[config.mk]
export PLATFORM = sky130hd
export DESIGN_NAME = shift_seq_ctrl
export DESIGN_NICKNAME = d
export VERILOG_FILES = /design/src/rtl/shift_seq_ctrl.sv
export SDC_FILE = /design/constraint.sdc
export NUM_CORES = 1
export LEC_CHECK = 0
export BUFFER_PORTS_ARGS = -buffer_cell sky130_fd_sc_hd__buf_2
export CORE_ASPECT_RATIO = 1.2
export CORE_MARGIN = 2
export CORE_UTILIZATION = 30
export DETAILED_ROUTE_END_ITERATION = 6
export GPL_TIMING_DRIVEN = 0
export HOLD_SLACK_MARGIN = 0.06
export PLACE_DENSITY = 0.48
export SETUP_SLACK_MARGIN = 0.05
export SYNTH_ARGS = -nofsm -noshare
export SYNTH_HDL_FRONTEND = slang
export SYNTH_SLANG_ARGS = --single-unit
[constraint.sdc]
create_clock -name clk -period 1.9 [get_ports clk]
set_input_delay 0.19 -clock clk [delete_from_list [all_inputs] [get_ports clk]]
set_output_delay 0.19 -clock clk [all_outputs]
set_load 0.02 [all_outputs]
[src/rtl/shift_seq_ctrl.sv]
// ---------------------------------------------------------------------------
// shift_seq_ctrl
//   Sequencer for an external 4-bit universal shift register. A command
//   loads a value into the register, then issues a programmable number of
//   rotate-left or shift-right steps. It then captures the register contents
//   and reports completion with a single-cycle pulse.
//
// Ports
//   clk     : system clock, all state changes on its rising edge
//   rst     : synchronous active-high reset
//   start   : command request, only accepted while idle
//   op      : 0 = rotate left, 1 = shift right with serial-in
//   init    : value loaded into the register when the command starts
//   cnt     : number of shift/rotate steps (0 allowed)
//   si_pat  : serial-in pattern, step i uses si_pat[i mod 4]
//   pause   : freezes the stepping phase while high
//   q_in    : current Q of the controlled register
//   M       : register mode (00 hold, 01 load, 10 rotate left, 11 shift right)
//   D       : parallel load data to the register
//   SI      : serial input to the register
//   busy    : high while a command is in progress
//   done    : one-cycle completion pulse
//   result  : register contents captured at completion
// ---------------------------------------------------------------------------
module shift_seq_ctrl #(
  parameter int CNT_W = 4
) (
  input  logic             clk,
  input  logic             rst,
  input  logic             start,
  input  logic             op,
  input  logic [3:0]       init,
  input  logic [CNT_W-1:0] cnt,
  input  logic [3:0]       si_pat,
  input  logic             pause,
  input  logic [3:0]       q_in,
  output logic [1:0]       M,
  output logic [3:0]       D,
  output logic             SI,
  output logic             busy,
  output logic             done,
  output logic [3:0]       result
);

  typedef enum logic [1:0] {
    S_IDLE,
    S_LOAD,
    S_RUN,
    S_DONE
  } state_t;

  localparam logic [1:0] MODE_HOLD  = 2'b00;
  localparam logic [1:0] MODE_LOAD  = 2'b01;
  localparam logic [1:0] MODE_ROTL  = 2'b10;
  localparam logic [1:0] MODE_SHR   = 2'b11;

  state_t           r_state;
  state_t           w_next;

  logic             r_op;
  logic [3:0]       r_init;
  logic [CNT_W-1:0] r_cnt;
  logic [3:0]       r_siPat;
  logic [CNT_W-1:0] r_step;
  // Separate 2-bit pattern index so the mod-4 wrap works for any CNT_W,
  // including widths narrower than two bits.
  logic [1:0]       r_siIdx;
  logic             r_done;
  logic [3:0]       r_result;

  logic             w_lastStep;

  // RUN is only entered with a non-zero count, so cnt-1 never underflows
  // while it is being used.
  assign w_lastStep = (r_step == (r_cnt - CNT_W'(1)));

  // Next-state and Moore output decode. Pause only affects the RUN phase;
  // LOAD and DONE always last exactly one cycle.
  always_comb begin
    w_next = r_state;
    M      = MODE_HOLD;
    D      = 4'b0000;
    SI     = 1'b0;
    unique case (r_state)
      S_IDLE: begin
        if (start) begin
          w_next = S_LOAD;
        end
      end
      S_LOAD: begin
        M      = MODE_LOAD;
        D      = r_init;
        w_next = (r_cnt != '0) ? S_RUN : S_DONE;
      end
      S_RUN: begin
        if (!pause) begin
          M  = r_op ? MODE_SHR : MODE_ROTL;
          SI = r_op ? r_siPat[r_siIdx] : 1'b0;
          if (w_lastStep) begin
            w_next = S_DONE;
          end
        end
      end
      S_DONE: begin
        w_next = S_IDLE;
      end
      default: begin
        w_next = S_IDLE;
      end
    endcase
  end

  // State register, command latch, step counting and completion capture.
  // The command is latched only on acceptance, so inputs changing while
  // busy have no effect. done is cleared every cycle except the one that
  // follows DONE.
  always_ff @(posedge clk) begin
    if (rst) begin
      r_state  <= S_IDLE;
      r_op     <= 1'b0;
      r_init   <= 4'b0000;
      r_cnt    <= '0;
      r_siPat  <= 4'b0000;
      r_step   <= '0;
      r_siIdx  <= 2'b00;
      r_done   <= 1'b0;
      r_result <= 4'b0000;
    end else begin
      r_state <= w_next;
      r_done  <= 1'b0;
      unique case (r_state)
        S_IDLE: begin
          if (start) begin
            r_op    <= op;
            r_init  <= init;
            r_cnt   <= cnt;
            r_siPat <= si_pat;
            r_step  <= '0;
            r_siIdx <= 2'b00;
          end
        end
        S_RUN: begin
          if (!pause) begin
            r_step  <= r_step + CNT_W'(1);
            r_siIdx <= r_siIdx + 2'd1;
          end
        end
        S_DONE: begin
          r_result <= q_in;
          r_done   <= 1'b1;
        end
        default: begin
        end
      endcase
    end
  end

  assign busy   = (r_state != S_IDLE);
  assign done   = r_done;
  assign result = r_result;

endmodule

==> impl_metrics.ini <==
[outcome]
status = finished, final reports clean

[sta]
post-route-min-period_ns = 1.79
rsz0062_at_grt = true
slew_viol_final = 0
finalSetupTns_ns = 0
max_freq_mhz = 557
setup_viol = 0
worst_slew_pin_slew_ns = 0.485
final_hold_viol_count = 0
post-route-period-util_pct = 94.5
relSlewSlack_pct = 67.7
skew_ns = 0.00594

[final_layout]
n_antenna_cell = 0
instances_no_fill = 251
mostFrequentLayoutCell = buf_2
area_delta_synth_final_pct = 27.7
fin_util_pct = 39.6
drive_gt1_share_pct = 27.7
mostFrequentLayoutCells = 34 x buf_2, 32 x nand2_1, 24 x dfxtp_1
nets = 224
multi_input_area_um2 = 800
regArea_um2 = 526
fillers = 443

[yosys]
syn_area_per_cell_um2 = 8.48
synth_top_area_share_pct = 39.4
ys_ff_latch = 26
synth_nets = 184
synth_top_cell_by_area = dfxtp_1
synthTopCellsByArea = dfxtp_1 39%, nand2_1 9.1%, ha_1 6.6%
syn_inst = 156
yosys_warnings = 0
yosysSeqAreaShare_pct = 39.4
synth_cell_type_count = 34
synth.cell_area_mm2 = 0.00132

[flow_run]
maxCapViolations = 0

[cts]
numCtsBuffers = 3
cts_tree = yes
clkSlewWorstSetupHoldPaths_ns = 0.09
htree_num_levels = 1
clockRootBuffer = clkbuf_8
clock_sinks = 26
clk_path_buf_depth = 2
clk_latency_ns = 0.27

[worst_setup_path]
start_kind = flop
cp-end-kind = output pin
cp_slowest_cell = dfxtp_1
crit_path_max_incr_delay_ns = 0.36
cp.arrival_ns = 1.60
crit_required_ns = 1.71
crit_path_max_fanout = 8
path_cells = inv_1, ha_4, nor2b_4, a21oi_1, nor2b_1, buf_2
reg2reg_depth = 7
setup.worst_path.class = reg -> out

[detailed_routing]
num_vias = 1179
via_per_inst = 4.70
antenna_left = 0
first_pass_iters = 4
wire_per_inst_um = 12.6
drc = 0
drt_wl_total_um = 3170
drt-initial-drc-count = 33

[place]
io_buffer_count = 33
place_inst = 245
gp_congestion = 0.796
dpl.hpwl_um = 2450

[power_and_ir_drop]
powerDensity_mw_per_mm2 = 1140
p_leak_nw = 0.699
ir_worst_vdd_uv = 501
power_mw = 1.93

[die]
die_height_um = 76.7
die_w_um = 64.6
start_util_pct = 31.0
die_area_mm2 = 0.00496
rows = 26
coreArea_mm2 = 0.00426
ios = 34

[worst_hold_path]
hp-class = in -> reg
holdPathStages = 3

[grt]
grt_pass1_vias = 1169
grt.busiest_layer = met2
grt_remaining_overflow = 0
met1_usage_pct = 16.6
grt_antenna_before_repair = 0
grt_pass1_wl_um = 5290
track_usage_pct = 13.4
grt_start_max_net_pins = 16
use_met2_pct = 24.0
met3_usage_pct = 1.91
state kept, by name, summed over array words and instances, names as in the netlist:
register  cells
result        4
r_op          1
r_cnt         4
r_step        4
r_init        4
r_siPat       4
done          1
r_state       2
r_siIdx       2
worst paths after layout:
check	slack, ns	endpoint	startpoint
worst min register to register	0.46	r_init[3]	r_init[3]
worst max register to register	0.13	r_state[0]	r_cnt[0]
worst max-delay path	0.11	M[0]	r_state[0]
worst min-delay path	0.14	r_cnt[1]	cnt[1]
cell families (layout without fill, tap and decap cells):
family / after synthesis / in the layout / share of synthesized area, %
AND/OR/NAND/NOR: 70 / 70 / 25.9
AO/OA/AOI/OAI: 27 / 27 / 12.3
flip-flops: 26 / 26 / 39.4
buffers and inverters: 11 / 50 / 3.12
XOR/XNOR: 8 / 8 / 6.34
adder cells (fa/ha/maj): 7 / 7 / 6.62
multiplexers: 7 / 7 / 6.34
critical path, delay by kind of cell (launching register included):
family	cells	cell delay (ns)
compound gates	1	0.10
fa+ha+maj	1	0.22
simple gates	2	0.32
buf+inv	2	0.33
flops	1	0.36
timing repair:
| item | 4_1_cts | 5_1_grt |
|---|---|---|
| endpoints found under the setup margin | 14 | 10 |
| resized for setup | 5 | 8 |
| hold buffers | 0 | 0 |
| buffers inserted | 0 | 2 |
| pin swaps | 0 | 3 |
Yosys cell counts:
master and n:
or2_2 2, and3_1 2, mux2_2 1, nand4_1 1
dfxtp_1 26, or3_1 1, a21oi_1 17, nor3_1 3
xnor3_1 1, and2_0 1, nand3_1 4, or4bb_1 1
ha_1 7, nand2b_1 3, mux2i_1 5, inv_1 6
a22oi_1 1, nand2_1 32, a32oi_1 1, o31ai_1 1
a41oi_1 1, o21ai_0 3, nor2b_1 5, a31oi_1 1
and2_1 6, xor2_1 3, nor2_1 7, and3_2 1
or3_4 1, mux4_2 1, o32ai_2 1, xnor2_1 4
clkbuf_1 5, a21o_1 1
layout make-up:
type | instances | area share [%]
Inverter | 6 | 1.33
Buffer | 5 | 1.19
Clock buffer | 3 | 2.44
Clock inverter | 1 | 1.78
Timing Repair Buffer | 35 | 10.7
Sequential cell | 26 | 31.1
Tap cell | 56 | 4.15
Multi-Input combinational cell | 119 | 47.3
per-layer routing:
metal	up-vias	wire length, um
met2	20	1630
met4	0	17
li1	603	-
met5	-	0
met3	2	93
met1	554	1430
per-stage QoR:
step | instance area [um^2] | hold slack [ns] | setup slack (ns)
floorplan | 1320 | 0.262 | 0.0908
global placement | 1560 | 0.428 | 0.0358
detailed placement | 1560 | 0.432 | 0.0129
CTS | 1640 | 0.132 | 0.0314
global route | 1690 | 0.133 | 0.00356
finish | 1690 | 0.140 | 0.105
where the power goes:
group	internal [mW]	total (mW)	switching, mW
registers	0.621	0.685	0.0638
clock network	0.282	0.461	0.179
logic	0.327	0.780	0.453
total	1.23	1.93	0.696
Note: power is estimated with default switching activity, not from simulation.
